**config.mk**
```make
export PLATFORM = sky130hd
export DESIGN_NAME = t03_player_sprite_gen
export DESIGN_NICKNAME = d
export VERILOG_FILES = /design/src/rtl/t03_sprite_pkg.sv /design/src/rtl/t03_player_sprite_rom.sv /design/src/rtl/t03_player_sprite_gen.sv
export SDC_FILE = /design/constraint.sdc
export NUM_CORES = 1
export LEC_CHECK = 0
export ABC_AREA = 1
export BUFFER_PORTS_ARGS = -buffer_cell sky130_fd_sc_hd__buf_4
export CAP_MARGIN = 20
export CELL_PAD_IN_SITES_DETAIL_PLACEMENT = 1
export CELL_PAD_IN_SITES_GLOBAL_PLACEMENT = 2
export CORE_MARGIN = 2
export CORE_UTILIZATION = 31
export CTS_CLUSTER_SIZE = 16
export DETAILED_ROUTE_END_ITERATION = 16
export PLACE_DENSITY = 0.82
export SYNTH_ARGS = -nofsm -noshare
export SYNTH_HDL_FRONTEND = slang
export SYNTH_SLANG_ARGS = --single-unit
```
**constraint.sdc**
```tcl
create_clock -name clk -period 4.7 [get_ports clk]
set_clock_uncertainty 0.2 [all_clocks]
set_input_delay 0.94 -clock clk [delete_from_list [all_inputs] [get_ports clk]]
set_output_delay 0.94 -clock clk [all_outputs]
set_load 0.005 [all_outputs]
```
**src/rtl/t03_sprite_pkg.sv**
```systemverilog
// Shared types and constants for the player sprite generator.
//   player_state_t : animation FSM states
//   POSE_*         : bitmap pose indices fed to the sprite ROM
//   TRANSPARENT    : colour value meaning "no sprite pixel here"
//   pose_of()      : maps FSM state + walk frame to a ROM pose index
package t03_sprite_pkg;

  typedef enum logic [1:0] {
    IDLE   = 2'd0,
    WALK   = 2'd1,
    ATTACK = 2'd2
  } player_state_t;

  localparam logic [2:0] POSE_IDLE   = 3'd0;
  localparam logic [2:0] POSE_WALK0  = 3'd1;  // walk frames occupy 1..4
  localparam logic [2:0] POSE_ATTACK = 3'd5;

  localparam logic [7:0] TRANSPARENT = 8'd0;

  function automatic logic [2:0] pose_of(input player_state_t s, input logic [1:0] wf);
    case (s)
      WALK:    return POSE_WALK0 + {1'b0, wf};
      ATTACK:  return POSE_ATTACK;
      default: return POSE_IDLE;
    endcase
  endfunction

endpackage

```
**src/rtl/t03_player_sprite_rom.sv**
```systemverilog
// 1-bit sprite mask ROM: 6 poses of 16x16, purely combinational.
//   pose    [2:0] : pose index 0..5 (others read as empty)
//   row     [3:0] : bitmap row, 0 = top
//   col     [3:0] : bitmap column, 0 = left
//   pix_bit       : 1 = opaque body pixel
// Each row word stores column 0 in its MSB. Row 0 is an asymmetric marker
// shared by all poses (makes mirroring visible) and row 15 is a per-pose tag
// with a single bit at column <pose>, so the pose is readable off-screen.
module t03_player_sprite_rom (
  input  logic [2:0] pose,
  input  logic [3:0] row,
  input  logic [3:0] col,
  output logic       pix_bit
);

  localparam logic [0:15][15:0] P_IDLE = {
    16'hF0F0, 16'h07E0, 16'h0FF0, 16'h0DB0, 16'h0FF0, 16'h07E0, 16'h03C0, 16'h1FF8,
    16'h3FFC, 16'h37EC, 16'h37EC, 16'h07E0, 16'h0660, 16'h0660, 16'h0E70, 16'h8000};
  localparam logic [0:15][15:0] P_WALK0 = {
    16'hF0F0, 16'h07E0, 16'h0FF0, 16'h0DB0, 16'h0FF0, 16'h07E0, 16'h03C0, 16'h0FF0,
    16'h1FF8, 16'h1BD8, 16'h03C0, 16'h07E0, 16'h0E70, 16'h1C38, 16'h1818, 16'h4000};
  localparam logic [0:15][15:0] P_WALK1 = {
    16'hF0F0, 16'h07E0, 16'h0FF0, 16'h0DB0, 16'h0FF0, 16'h07E0, 16'h03C0, 16'h0FF0,
    16'h1FF8, 16'h1BD8, 16'h03C0, 16'h03C0, 16'h07E0, 16'h0660, 16'h0660, 16'h2000};
  localparam logic [0:15][15:0] P_WALK2 = {
    16'hF0F0, 16'h07E0, 16'h0FF0, 16'h0DB0, 16'h0FF0, 16'h07E0, 16'h03C0, 16'h0FF0,
    16'h1FF8, 16'h1BD8, 16'h03C0, 16'h07E0, 16'h0E70, 16'h0C30, 16'h1C38, 16'h1000};
  localparam logic [0:15][15:0] P_WALK3 = {
    16'hF0F0, 16'h07E0, 16'h0FF0, 16'h0DB0, 16'h0FF0, 16'h07E0, 16'h03C0, 16'h0FF0,
    16'h1FF8, 16'h1BD8, 16'h03C0, 16'h03C0, 16'h03C0, 16'h07E0, 16'h0660, 16'h0800};
  localparam logic [0:15][15:0] P_ATK = {
    16'hF0F0, 16'h07E0, 16'h0FF0, 16'h0DB0, 16'h0FF0, 16'h07E0, 16'h03C7, 16'h0FFE,
    16'h1FFC, 16'h1BC0, 16'h03C0, 16'h07E0, 16'h0E70, 16'h1C38, 16'h1818, 16'h0400};

  logic [15:0] row_bits;

  always_comb begin
    row_bits = '0;
    case (pose)
      3'd0:    row_bits = P_IDLE[row];
      3'd1:    row_bits = P_WALK0[row];
      3'd2:    row_bits = P_WALK1[row];
      3'd3:    row_bits = P_WALK2[row];
      3'd4:    row_bits = P_WALK3[row];
      3'd5:    row_bits = P_ATK[row];
      default: row_bits = '0;
    endcase
  end

  assign pix_bit = row_bits[4'd15 - col];

endmodule

```
**src/rtl/t03_player_sprite_gen.sv**
```systemverilog
// Per-player sprite pixel generator feeding the colour mixer.
// Latches position/pose once per frame (Hcnt==0, Vcnt==V_LATCH), steps an
// IDLE/WALK/ATTACK animation FSM on that event, and emits one registered
// 8-bit pixel per clock (0 = transparent), one cycle after the beam position.
//   clk, rst          : clock, synchronous active-high reset
//   Hcnt, Vcnt        : beam position
//   pos_x, pos_y      : sprite top-left (sampled at the latch event)
//   facing_left       : mirror the bitmap horizontally
//   moving            : player walking this frame
//   attack_req        : one-cycle attack request, held until the next latch
//   body_color        : colour for opaque bitmap bits
//   sprite_pixel      : registered pixel colour
//   attack_active     : high while the FSM is in ATTACK
//   frame_tick        : one-cycle pulse after the latch cycle
module t03_player_sprite_gen
  import t03_sprite_pkg::*;
#(
  parameter int SPRITE_W      = 16,  // ROM is built for 16
  parameter int SCALE_SHIFT   = 1,
  parameter int ANIM_DIV      = 8,   // up to 256
  parameter int ATTACK_FRAMES = 12,  // up to 256
  parameter int V_LATCH       = 0
) (
  input  logic        clk,
  input  logic        rst,
  input  logic [10:0] Hcnt,
  input  logic [10:0] Vcnt,
  input  logic [10:0] pos_x,
  input  logic [10:0] pos_y,
  input  logic        facing_left,
  input  logic        moving,
  input  logic        attack_req,
  input  logic [7:0]  body_color,
  output logic [7:0]  sprite_pixel,
  output logic        attack_active,
  output logic        frame_tick
);

  localparam int         BOX       = SPRITE_W << SCALE_SHIFT;
  localparam logic [7:0] ANIM_LAST = 8'(ANIM_DIV - 1);
  localparam logic [7:0] ATK_INIT  = 8'(ATTACK_FRAMES - 1);

  logic [10:0]   x_l_q, x_l_d, y_l_q, y_l_d;
  logic          face_l_q, face_l_d, mov_l_q, mov_l_d;
  logic          valid_q, valid_d, pending_q, pending_d;
  player_state_t state_q, state_d;
  logic [1:0]    walk_frame_q, walk_frame_d;
  logic [7:0]    anim_cnt_q, anim_cnt_d, atk_cnt_q, atk_cnt_d;
  logic [7:0]    sprite_pixel_q, sprite_pixel_d;
  logic          attack_active_q, attack_active_d, frame_tick_q, frame_tick_d;

  logic          latch;
  logic [10:0]   dx, dy;
  logic          in_x, in_y;
  logic [3:0]    col, row;
  logic          rom_bit;

  assign latch = (Hcnt == 11'd0) && (Vcnt == 11'(V_LATCH));

  // Latch registers, pending flag and animation FSM
  always_comb begin
    x_l_d        = x_l_q;
    y_l_d        = y_l_q;
    face_l_d     = face_l_q;
    mov_l_d      = mov_l_q;
    valid_d      = valid_q;
    state_d      = state_q;
    walk_frame_d = walk_frame_q;
    anim_cnt_d   = anim_cnt_q;
    atk_cnt_d    = atk_cnt_q;
    // Requests that arrive while attacking are dropped, not queued.
    pending_d    = pending_q | (attack_req && (state_q != ATTACK));

    if (latch) begin
      x_l_d    = pos_x;
      y_l_d    = pos_y;
      face_l_d = facing_left;
      mov_l_d  = moving;
      valid_d  = 1'b1;
      case (state_q)
        IDLE: begin
          if (pending_q) begin
            state_d   = ATTACK;
            atk_cnt_d = ATK_INIT;
            pending_d = 1'b0;
          end else if (mov_l_d) begin
            state_d = WALK;
          end
        end
        WALK: begin
          if (pending_q) begin
            state_d   = ATTACK;
            atk_cnt_d = ATK_INIT;
            pending_d = 1'b0;
          end else if (!mov_l_d) begin
            state_d      = IDLE;
            walk_frame_d = 2'd0;
            anim_cnt_d   = 8'd0;
          end else if (anim_cnt_q == ANIM_LAST) begin
            anim_cnt_d   = 8'd0;
            walk_frame_d = walk_frame_q + 2'd1;
          end else begin
            anim_cnt_d = anim_cnt_q + 8'd1;
          end
        end
        ATTACK: begin
          if (atk_cnt_q == 8'd0) begin
            state_d = mov_l_d ? WALK : IDLE;
            // Returning to IDLE restarts the walk cycle from its first frame.
            if (!mov_l_d) begin
              walk_frame_d = 2'd0;
              anim_cnt_d   = 8'd0;
            end
          end else begin
            atk_cnt_d = atk_cnt_q - 8'd1;
          end
        end
        default: state_d = IDLE;
      endcase
    end
  end

  // Hit test. With Hcnt >= x_l the difference is exact, so dx < BOX is the
  // same as Hcnt < x_l + BOX evaluated wide: a box past 2047 clips, never wraps.
  always_comb begin
    dx   = Hcnt - x_l_q;
    dy   = Vcnt - y_l_q;
    in_x = (Hcnt >= x_l_q) && (dx < 11'(BOX));
    in_y = (Vcnt >= y_l_q) && (dy < 11'(BOX));
    col  = face_l_q ? (4'(SPRITE_W - 1) - dx[SCALE_SHIFT +: 4]) : dx[SCALE_SHIFT +: 4];
    row  = dy[SCALE_SHIFT +: 4];
  end

  t03_player_sprite_rom u_rom (
    .pose    (pose_of(state_q, walk_frame_q)),
    .row     (row),
    .col     (col),
    .pix_bit (rom_bit)
  );

  always_comb begin
    sprite_pixel_d  = (valid_q && in_x && in_y && rom_bit) ? body_color : TRANSPARENT;
    attack_active_d = (state_d == ATTACK);  // tracks state_q cycle for cycle
    frame_tick_d    = latch;
  end

  always_ff @(posedge clk) begin
    if (rst) begin
      x_l_q           <= '0;
      y_l_q           <= '0;
      face_l_q        <= 1'b0;
      mov_l_q         <= 1'b0;
      valid_q         <= 1'b0;
      pending_q       <= 1'b0;
      state_q         <= IDLE;
      walk_frame_q    <= 2'd0;
      anim_cnt_q      <= 8'd0;
      atk_cnt_q       <= 8'd0;
      sprite_pixel_q  <= TRANSPARENT;
      attack_active_q <= 1'b0;
      frame_tick_q    <= 1'b0;
    end else begin
      x_l_q           <= x_l_d;
      y_l_q           <= y_l_d;
      face_l_q        <= face_l_d;
      mov_l_q         <= mov_l_d;
      valid_q         <= valid_d;
      pending_q       <= pending_d;
      state_q         <= state_d;
      walk_frame_q    <= walk_frame_d;
      anim_cnt_q      <= anim_cnt_d;
      atk_cnt_q       <= atk_cnt_d;
      sprite_pixel_q  <= sprite_pixel_d;
      attack_active_q <= attack_active_d;
      frame_tick_q    <= frame_tick_d;
    end
  end

  assign sprite_pixel  = sprite_pixel_q;
  assign attack_active = attack_active_q;
  assign frame_tick    = frame_tick_q;

endmodule
```
==> results.json <==
{
  "cts_sinks": 55,
  "io_pins": 67,
  "intPower_uw": 762,
  "synth_seq_cells": 55,
  "finalHoldViolCount": 0,
  "synth.distinct_cells": 45,
  "via_per_inst": 4.94,
  "grt_max_degree": 41,
  "postCtsSetupBuffers": 0,
  "grt_overflow": 0,
  "synth_nets": 838,
  "synth_area_um2": 4680,
  "clk_latency_ns": 0.30,
  "synth.avg_cell_area_um2": 6.33,
  "p_sw_frac": 0.308,
  "synth-xor-area-share": 0.0206,
  "setup_tns_ns": 0,
  "yosysSeqAreaShare": 0.235,
  "synth_top_family_by_area": "simple AND/OR/NAND/NOR gates",
  "p_seq_frac": 0.424,
  "hp-class": "flip-flop to flip-flop",
  "core-area_um2": 14600,
  "die_y_um": 127,
  "clock-root-buffer": "clkbuf_16",
  "rows": 44,
  "synth_fa_ha_area_frac": 0.116,
  "cts_made_buffers": 5,
  "max-vdd-ir-drop_mv": 0.159,
  "pwr_density_cell_nw_per_um2": 201,
  "setup_viol": 0,
  "yosysWarnings": 0,
  "syn_inst": 739,
  "area_growth_pct": 17.2,
  "ff2ff_path_depth": 20,
  "design_area_um2": 5480,
  "dpl_cell_area_um2": 5330,
  "final_max_slew_viol_count": 0,
  "finalWorstSetupSlack_ns": 0.558,
  "globalplace.congestion": 0.886,
  "cts_tree": "built",
  "start_kind": "primary input",
  "first_pass_iters": 4,
  "synthSimpleGateAreaFrac": 0.379,
  "hpwlAfterDp_um": 12200,
  "synth_ff_type": "dfxtp_1",
  "start_util": 0.319,
  "post-place-ws_ns": 0.263,
  "async_flop_share": 0,
  "drive_gt1_frac": 0.152,
  "fin_crit_ns": 4.14,
  "relSlewSlack": 0.517,
  "fin_nets": 899,
  "cts-hold-fix-buffers": 0,
  "leakagePower_nw": 2.61,
  "cts_max_level": 2,
  "die-area_um2": 16100,
  "outcome": "complete, no violations",
  "antenna_found_initial": 0,
  "rsz0062_at_grt": "false",
  "antenna_cells": 0,
  "worst_ep_required_time_ns": 4.69,
  "io_buffers": 66,
  "critPathMaxFanout": 9,
  "ctsResizeCount": 0,
  "fmax_ghz": 0.241,
  "grt_pass1_vias": 5139,
  "muxShareOfSynthArea": 0,
  "grt_usage": 0.186,
  "dr.first_iter.drc_count": 171,
  "clk_pin_slew_ns": 0.07,
  "comb_power_share": 0.230,
  "cts_buffer_depth": 2,
  "drc_errors": 0,
  "detail-route-antenna-nets": 0,
  "dieWidth_um": 127,
  "grt_pass1_wl_um": 24700,
  "vias": 4867,
  "worstSetupEndpointType": "flip-flop",
  "path_class": "primary input to flip-flop",
  "cp.arrival_ns": 4.14,
  "clockPowerShare": 0.347,
  "tightest_slew_ns": 0.722,
  "fin_crit_sh": 0.881,
  "synth_compound_area_frac": 0.140,
  "wl_per_cell_um": 14.7,
  "num-fill-cells": 1930,
  "maxCapViolCount": 0,
  "wl_um": 14500,
  "synth_edf_count": 0,
  "hold_depth": 2,
  "p_sw_uw": 340
}
[path summary, 6_finish.rpt]
kind | from | end | slack [ns]
max | Vcnt[0] | sprite_pixel[7] | 0.56
min reg2reg | y_l_q[6] | y_l_q[6] | 0.26
max reg2reg | y_l_q[0] | sprite_pixel[7] | 0.96
min | y_l_q[6] | y_l_q[6] | 0.26
[cell usage in the layout (no fill, tap or decap), drive strengths merged]
cell / netlist / routed
nand3: 62 / 62
xor2: 6 / 6
a21oi: 54 / 54
dfxtp: 55 / 55
nor3: 13 / 13
o21ai: 44 / 44
nand4: 16 / 16
a21o: 1 / 1
nor2: 71 / 71
o21a: 2 / 2
clkinv: 0 / 1
xnor2: 5 / 5
inv: 114 / 114
o22ai: 1 / 1
a31o: 2 / 2
o211ai: 2 / 2
clkinvlp: 0 / 2
a31oi: 3 / 3
nor3b: 2 / 2
o21bai: 1 / 1
a22oi: 2 / 2
fa: 2 / 2
and3: 3 / 3
nand2: 208 / 208
nor4: 5 / 5
or2: 4 / 4
buf: 4 / 68
clkbuf: 10 / 5
ha: 40 / 40
a211oi: 4 / 4
a311oi: 1 / 1
o2111ai: 1 / 1
nand3b: 1 / 1
[per-stage QoR]
step	util	hold slack [ns]	power, mW	instances
after detailed placement	0.364	0.252	0.730	976
after CTS	0.374	0.264	1.12	984
after global routing	0.374	0.284	1.17	985
after global placement	0.364	0.250	0.728	976
after floorplan	-	0.233	0.644	739
final	0.374	0.259	1.10	985
[flip-flops by register name (all words and copies together) (netlist names)]
signal,count
valid_q,1
face_l_q,1
sprite_pixel,8
y_l_q,11
x_l_q,11
state_q,2
attack_active,1
pending_q,1
anim_cnt_q,8
walk_frame_q,2
frame_tick,1
atk_cnt_q,8
[power groups by stage]
stage	registers, mW	logic [mW]	clock network, mW
2_1_floorplan	0.478	0.166	0
3_3_place_gp	0.478	0.250	0
3_5_place_dp	0.478	0.252	0
4_1_cts	0.467	0.254	0.400
5_1_grt	0.467	0.289	0.412
6_report	0.467	0.253	0.382
[cell usage after synthesis, types with 3 or more instances]
library cell | n | area [um^2]
o21ai_1 | 8 | 40.0
nor4_2 | 3 | 37.5
and3_1 | 3 | 18.8
nand2_2 | 7 | 43.8
nor2_2 | 11 | 68.8
nor2_1 | 60 | 225
o21ai_0 | 35 | 175
xnor2_1 | 5 | 43.8
a21oi_1 | 53 | 265
buf_6 | 4 | 45.0
dfxtp_1 | 55 | 1100
clkbuf_1 | 10 | 37.5
nand3_2 | 9 | 90.1
nand4_1 | 15 | 93.8
nand2_1 | 198 | 743
inv_1 | 108 | 405
a31oi_1 | 3 | 18.8
nand3_1 | 53 | 265
nor3_1 | 11 | 55.1
xor2_1 | 6 | 52.6
or2_1 | 3 | 18.8
nand2_4 | 3 | 33.8
a211oi_1 | 4 | 30.0
ha_1 | 40 | 500
inv_2 | 6 | 22.5
[layer usage]
| metal | wire length (um) | GRT usage |
|---|---|---|
| met4 | 185 | 0.0427 |
| met1 | 7310 | 0.253 |
| met5 | 0 | 0 |
| met3 | 519 | 0.0304 |
| met2 | 6510 | 0.308 |
[layout make-up]
| class | count | area [um^2] | area share |
|---|---|---|---|
| inverters | 114 | 428 | 0.0781 |
| flip-flops and latches | 55 | 1100 | 0.201 |
| well taps | 184 | 230 | 0.0420 |
| repair buffers | 68 | 510 | 0.0931 |
| clock buffers | 5 | 125 | 0.0228 |
| clock inverters | 3 | 20.0 | 0.00365 |
| multi-input cells | 556 | 3070 | 0.559 |
[cells by family after synthesis]
family / count (synthesis)
compound gates: 118
xor+xnor: 11
fa+ha+maj: 42
buf+inv: 128
flops: 55
simple gates: 385
[worst max-delay path: stages]
cell     delay, ns
buf_4         0.11
inv_1         0.05
ha_1          0.14
inv_1         0.09
fa_1          0.45
xor2_1        0.63
inv_1         0.25
ha_1          0.29
nand3_1       0.16
nand3_1       0.11
nand2_1       0.09
nand2_1       0.06
nor2_1        0.11
nor2_1        0.06
nor2_1        0.09
nand2_1       0.06
nand2_1       0.05
nand2_1       0.04
nand2_1       0.07
nand2_2       0.06
nand2_4       0.16
nor2_2        0.05
No activity file was read; power rests on OpenSTA's default activity.
